[src/rtl/computer_move_engine.sv]
// computer_move_engine
//
// Automatic tic-tac-toe opponent that sits directly in front of the game top
// level and stands in for its manual computer_position / pc inputs.
//
// How a move is chosen:
//   1. start: the nine live cells are copied into a snapshot. Every later
//      decision reads only the snapshot.
//   2. WIN: lines L0..L7 are scanned one per cycle for two computer marks
//      plus one empty cell.
//   3. BLOCK: the same scan looks for two player marks plus one empty cell.
//   4. PREF: a fixed priority pick is made. The order is center, then the
//      corners, then the edges.
//   5. DRIVE: the chosen cell is driven on computer_position, and pc is held
//      high for PC_HOLD cycles.
//   6. DONE: done pulses for one cycle.
//   If the board has no empty cell, no_move pulses instead and nothing is
//   driven.
//
// Cell encoding: 00 empty, 01 player, 10 computer. The value 11 counts as
// occupied, but it belongs to neither mark.
//
// Handshake: a request is accepted only when start=1 at a rising edge while
// busy=0. busy stays high from the next cycle until the engine has returned
// to IDLE. A start seen while busy=1 is dropped, not queued. Each accepted
// request ends with exactly one done pulse or exactly one no_move pulse.
//
// Ports:
//   clock              system clock; all logic runs on the rising edge
//   reset              synchronous, active-high; aborts any operation
//   start              move request, sampled only in IDLE
//   pos1..pos9         live board cells (pos1 = index 0)
//   computer_position  chosen cell index 0..8; keeps its value until the next
//                      move or a reset
//   pc                 computer-play button; high only in DRIVE
//   busy               high whenever the engine is not in IDLE
//   done               one-cycle pulse after a move has been driven
//   no_move            one-cycle pulse when the board had no empty cell
//   state_dbg          current FSM state, for observation only
module computer_move_engine #(
    parameter int PC_HOLD = 2
) (
    input  logic       clock,
    input  logic       reset,
    input  logic       start,
    input  logic [1:0] pos1,
    input  logic [1:0] pos2,
    input  logic [1:0] pos3,
    input  logic [1:0] pos4,
    input  logic [1:0] pos5,
    input  logic [1:0] pos6,
    input  logic [1:0] pos7,
    input  logic [1:0] pos8,
    input  logic [1:0] pos9,
    output logic [3:0] computer_position,
    output logic       pc,
    output logic       busy,
    output logic       done,
    output logic       no_move,
    output logic [2:0] state_dbg
);

    typedef enum logic [2:0] {
        IDLE  = 3'd0,
        WIN   = 3'd1,
        BLOCK = 3'd2,
        PREF  = 3'd3,
        DRIVE = 3'd4,
        DONE  = 3'd5
    } state_t;

    localparam logic [3:0] HOLD_LAST = 4'(PC_HOLD - 1);
    localparam logic [1:0] EMPTY     = 2'b00;

    state_t           state, state_next;
    logic [2:0]       line, line_next;
    logic [3:0]       hold, hold_next;
    logic [8:0][1:0]  snap, snap_next;
    logic [3:0]       position_next;

    // Evaluation of the line selected by the line counter.
    logic [3:0] idx_a, idx_b, idx_c;
    logic [1:0] cell_a, cell_b, cell_c;
    logic [1:0] mark;
    logic       line_hit;
    logic [3:0] hit_idx;

    // Priority pick used by PREF.
    logic       pref_found;
    logic [3:0] pref_idx;

    always_comb begin
        idx_a = 4'd0;
        idx_b = 4'd1;
        idx_c = 4'd2;
        case (line)
            3'd0: begin idx_a = 4'd0; idx_b = 4'd1; idx_c = 4'd2; end
            3'd1: begin idx_a = 4'd3; idx_b = 4'd4; idx_c = 4'd5; end
            3'd2: begin idx_a = 4'd6; idx_b = 4'd7; idx_c = 4'd8; end
            3'd3: begin idx_a = 4'd0; idx_b = 4'd3; idx_c = 4'd6; end
            3'd4: begin idx_a = 4'd1; idx_b = 4'd4; idx_c = 4'd7; end
            3'd5: begin idx_a = 4'd2; idx_b = 4'd5; idx_c = 4'd8; end
            3'd6: begin idx_a = 4'd0; idx_b = 4'd4; idx_c = 4'd8; end
            default: begin idx_a = 4'd2; idx_b = 4'd4; idx_c = 4'd6; end
        endcase

        // One evaluator serves both scans. Only the mark being searched
        // for differs between WIN and BLOCK.
        mark   = (state == BLOCK) ? 2'b01 : 2'b10;
        cell_a = snap[idx_a];
        cell_b = snap[idx_b];
        cell_c = snap[idx_c];

        // "Exactly two equal the mark, third empty": a cell cannot be both
        // the mark and empty, so three pairwise patterns cover every case.
        line_hit = 1'b0;
        hit_idx  = idx_c;
        if (cell_a == mark && cell_b == mark && cell_c == EMPTY) begin
            line_hit = 1'b1;
            hit_idx  = idx_c;
        end else if (cell_a == mark && cell_c == mark && cell_b == EMPTY) begin
            line_hit = 1'b1;
            hit_idx  = idx_b;
        end else if (cell_b == mark && cell_c == mark && cell_a == EMPTY) begin
            line_hit = 1'b1;
            hit_idx  = idx_a;
        end
    end

    always_comb begin
        pref_found = 1'b1;
        pref_idx   = 4'd4;
        if      (snap[4] == EMPTY) pref_idx = 4'd4;
        else if (snap[0] == EMPTY) pref_idx = 4'd0;
        else if (snap[2] == EMPTY) pref_idx = 4'd2;
        else if (snap[6] == EMPTY) pref_idx = 4'd6;
        else if (snap[8] == EMPTY) pref_idx = 4'd8;
        else if (snap[1] == EMPTY) pref_idx = 4'd1;
        else if (snap[3] == EMPTY) pref_idx = 4'd3;
        else if (snap[5] == EMPTY) pref_idx = 4'd5;
        else if (snap[7] == EMPTY) pref_idx = 4'd7;
        else                       pref_found = 1'b0;
    end

    // Next-state and output logic.
    always_comb begin
        state_next    = state;
        line_next     = line;
        hold_next     = hold;
        snap_next     = snap;
        position_next = computer_position;
        pc            = 1'b0;
        done          = 1'b0;
        no_move       = 1'b0;

        case (state)
            IDLE: begin
                if (start) begin
                    snap_next  = {pos9, pos8, pos7, pos6, pos5, pos4, pos3, pos2, pos1};
                    line_next  = 3'd0;
                    state_next = WIN;
                end
            end
            WIN, BLOCK: begin
                if (line_hit) begin
                    position_next = hit_idx;
                    hold_next     = 4'd0;
                    state_next    = DRIVE;
                end else if (line == 3'd7) begin
                    line_next  = 3'd0;
                    state_next = (state == WIN) ? BLOCK : PREF;
                end else begin
                    line_next = line + 3'd1;
                end
            end
            PREF: begin
                if (pref_found) begin
                    position_next = pref_idx;
                    hold_next     = 4'd0;
                    state_next    = DRIVE;
                end else begin
                    no_move    = 1'b1;
                    state_next = IDLE;
                end
            end
            DRIVE: begin
                pc = 1'b1;
                if (hold == HOLD_LAST) begin
                    state_next = DONE;
                end else begin
                    hold_next = hold + 4'd1;
                end
            end
            DONE: begin
                done       = 1'b1;
                state_next = IDLE;
            end
            default: begin
                state_next = IDLE;
            end
        endcase
    end

    always_ff @(posedge clock) begin
        if (reset) begin
            state             <= IDLE;
            line              <= 3'd0;
            hold              <= 4'd0;
            snap              <= '0;
            computer_position <= 4'd0;
        end else begin
            state             <= state_next;
            line              <= line_next;
            hold              <= hold_next;
            snap              <= snap_next;
            computer_position <= position_next;
        end
    end

    assign busy      = (state != IDLE);
    assign state_dbg = state;

endmodule

[config.mk]
export PLATFORM = sky130hd
export DESIGN_NAME = computer_move_engine
export DESIGN_NICKNAME = d
export VERILOG_FILES = /design/src/rtl/computer_move_engine.sv
export SDC_FILE = /design/constraint.sdc
export NUM_CORES = 1
export LEC_CHECK = 0
export BUFFER_PORTS_ARGS = -buffer_cell sky130_fd_sc_hd__buf_4
export CORE_MARGIN = 2
export CORE_UTILIZATION = 49
export CTS_CLUSTER_SIZE = 10
export DETAILED_ROUTE_END_ITERATION = 16
export GPL_TIMING_DRIVEN = 0
export HOLD_SLACK_MARGIN = 0.08
export PLACE_DENSITY = 0.66
export SLEW_MARGIN = 20
export SYNTH_ARGS = -nofsm -noshare
export SYNTH_HDL_FRONTEND = slang
export SYNTH_SLANG_ARGS = --single-unit
[constraint.sdc]
create_clock -name clock -period 6.45 [get_ports clock]
set_input_delay 0 -clock clock [delete_from_list [all_inputs] [get_ports clock]]
set_output_delay 0 -clock clock [all_outputs]
set_load 0.02 [all_outputs]
==> impl_metrics.tcl <==
set metrics [dict create \
    fp.coreArea_mm2 0.00482 \
    fin_nets 422 \
    num_io_pins 32 \
    r2r_slack_ps 2410 \
    synth_cell_types 68 \
    synth_edf_count 0 \
    antenna_cells 0 \
    area.growth.synth_to_final_pct 24.3 \
    multi_input_area_mm2 0.00171 \
    outcome "completed" \
    die_w_um 75.2 \
    switching_share_pct 46.5 \
    synth_seq_cells 32 \
    path_clk_slew_ps 70 \
    grt_overflow 0 \
    layout_min_cycle_time_ps 4040 \
    gp_congestion 0.982 \
    synth_largest_area_cell "dfxtp_1" \
    path_max_fanout 10 \
    htree_levels 2 \
    synth_area_mm2 0.00248 \
    dpl.hpwl_um 5510 \
    cts_tree "yes" \
    cts_root_buffer "clkbuf_8" \
    cp.required_ps 6670 \
    grt_max_degree 13 \
    cap_violations 0 \
    syn-mean-instance-area_um2 7.35 \
    finalSetupViolCount 0 \
    seqCellArea_um2 641 \
    met3_length_um 445 \
    synth_nets 367 \
    finalMaxSlewViolations 0 \
    fmax_ghz 0.248 \
    drt-total-wl_um 7450 \
    drc 0 \
    first_global_vias 2496 \
    antenna_found_initial 0 \
    grt_pass1_wl_um 11900 \
    worstReg2RegEnd "hold[3]" \
    r2r-start "line[1]" \
    dr_wl_met2_um 3370 \
    antenna_left 0 \
    rsz0062_at_grt "no" \
    yosysSeqAreaShare_pct 25.8 \
    clock_skew_ps 5.02 \
    reg2regPathDepth 12 \
    wl_per_cell_um 16.2 \
    cts.path.max_buffers 2 \
    yosys-top-cells-count "57 x nand2_1, 40 x nor2_1, 32 x dfxtp_1" \
    numCtsBuffers 5 \
    die-area_mm2 0.00565 \
    max_slew.worst_pin.slew_ps 638 \
    min_path_type "in2reg" \
    ys_warn_count 0 \
    max_slew_margin_pct 56.3 \
    postSynthCellCount 338 \
    period_share_pct 62.6 \
    synth_top_area_share_pct 25.8 \
    startpoint_type "register" \
    whs_path_depth 4 \
    post-place-ws_ps 2600 \
    cts_setup_buffers 0 \
    drt_iter0_drc 292 \
    nFillCells 493 \
    viasPerCell 5.87 \
    async_flop_share_pct 0 \
    start_util_pct 51.6 \
    crit_arrival_ps 4260 \
    comb_power_share_pct 60.4 \
    ys.flop_type "dfxtp_1" \
    die_h_um 75.2 \
    drt_first_pass_iters 5 \
    hold_viol 0 \
    routed.top_layer "met4" \
    crit_path_end_kind "register" \
    power.density_mw_per_mm2 394 \
    p_switching_uw 566 \
    portBuffers 30 \
    vdd_drop_max_v 0.000182 \
    num_rows 25 \
    total_leakage_power_uw 0.00124 \
    dr_total_vias 2707 \
    wl_met1_um 3430 \
    pwr-share-seq_pct 23.2 \
    fin_hold_ws_ps 141 \
    synth_area_leaders "dfxtp_1 26%, nand2_1 8.6%, a21oi_1 6.0%, nor2_1 6.0%, mux2i_1 4.4%" \
    p_int_uw 651 \
    critPathKind "reg2reg" \
    min-delay-start "start" \
    worst_slack_ps 2410 \
    clkSinkCount 32 \
    hold_end "line[1]" \
    drive_above_1_share_pct 16.0 \
    synth.most_common_cell "nand2_1" \
    fin_tns_setup_ps 0 \
    grt_usage_pct 28.0 \
    clock_latency_ps 290 \
    clkPwrFrac_pct 16.4 \
]
worst max-delay path by stage:
stage | startpoint | endpoint | slack (ps) | depth (start not counted)
2_1_floorplan | line[1] | hold[3] | 3120 | 12
3_3_place_gp | line[1] | hold[3] | 2680 | 12
3_5_place_dp | line[1] | hold[3] | 2600 | 12
4_1_cts | line[1] | hold[3] | 2580 | 12
5_1_grt | line[1] | hold[3] | 2320 | 12
6_report | line[1] | hold[3] | 2410 | 12
area by class of cell:
class                           instances  share of cell area (%)
Multi-Input combinational cell        276                    55.4
Sequential cell                        32                    20.7
Timing Repair Buffer                   48                    13.1
Buffer                                 19                    2.92
Tap cell                               67                    2.71
Clock buffer                            5                    2.23
Clock inverter                          3                    1.50
Inverter                               11                    1.34
flip-flops by register name, indices dropped and copies added (netlist names):
register           cells
hold                   4
line                   3
computer_position      4
snap                  18
state_dbg              3
power by group through the flow:
stage | Sequential, uW | Clock, uW | Combinational, uW
finish | 282 | 200 | 735
global route | 285 | 213 | 806
CTS | 279 | 202 | 720
detailed placement | 284 | 0 | 708
global placement | 283 | 0 | 699
floorplan | 279 | 0 | 533
critical path, cell delays in order, from the launching register on:
cell,delay [ps]
dfxtp_1,470
inv_1,130
ha_1,190
buf_4,170
mux2i_1,530
mux2i_1,290
nand4_1,200
a211oi_1,390
nor4bb_1,470
o21a_1,270
nor4_2,100
or4_4,520
a211oi_2,220
through the flow:
stage          utilization (%)  std cells  cell area (um2)  total power [uW]
2_1_floorplan                -        338             2480               812
3_3_place_gp              58.0        435             2790               982
3_5_place_dp              58.0        435             2790               992
4_1_cts                   64.1        461             3090              1200
5_1_grt                   64.1        461             3090              1310
6_report                  64.1        461             3090              1220
kinds of logic (layout without fill, tap and decap cells):
logic type | Yosys count | count (layout) | share of synthesized area (%)
AO/OA/AOI/OAI | 96 | 96 | 26.7
adder cells (fa/ha/maj) | 8 | 8 | 4.03
buffers and inverters | 30 | 86 | 5.29
flip-flops | 32 | 32 | 25.8
multiplexers | 15 | 15 | 6.25
AND/OR/NAND/NOR | 157 | 157 | 31.9
per-layer routing:
layer	global-route usage [%]	up-vias
met5	0	-
met4	11.7	0
met3	6.29	19
met2	43.4	101
met1	37.7	1251
li1	-	1336
cell usage in the layout (no fill, tap or decap), drive strengths merged, types with 3 or more instances in the layout:
| cell type | n |
|---|---|
| a211oi | 8 |
| a21o | 3 |
| a21oi | 30 |
| a22oi | 4 |
| a32o | 3 |
| buf | 36 |
| clkbuf | 18 |
| dfxtp | 32 |
| dlygate4sd3 | 18 |
| ha | 8 |
| inv | 12 |
| mux2 | 4 |
| mux2i | 11 |
| nand2 | 58 |
| nand2b | 6 |
| nand3 | 6 |
| nor2 | 40 |
| nor2b | 3 |
| nor3 | 9 |
| nor3b | 3 |
| nor4 | 6 |
| o21ai | 14 |
| o21bai | 3 |
| o22ai | 3 |
| o31ai | 6 |
| or2 | 3 |
| or3 | 3 |
| or4 | 3 |
what timing repair did:
item                                   CTS  global route
gates resized for setup                  0             0
hold buffers                            18             0
endpoints found under the hold margin   18             0
Note: power is estimated with default switching activity, not from simulation.
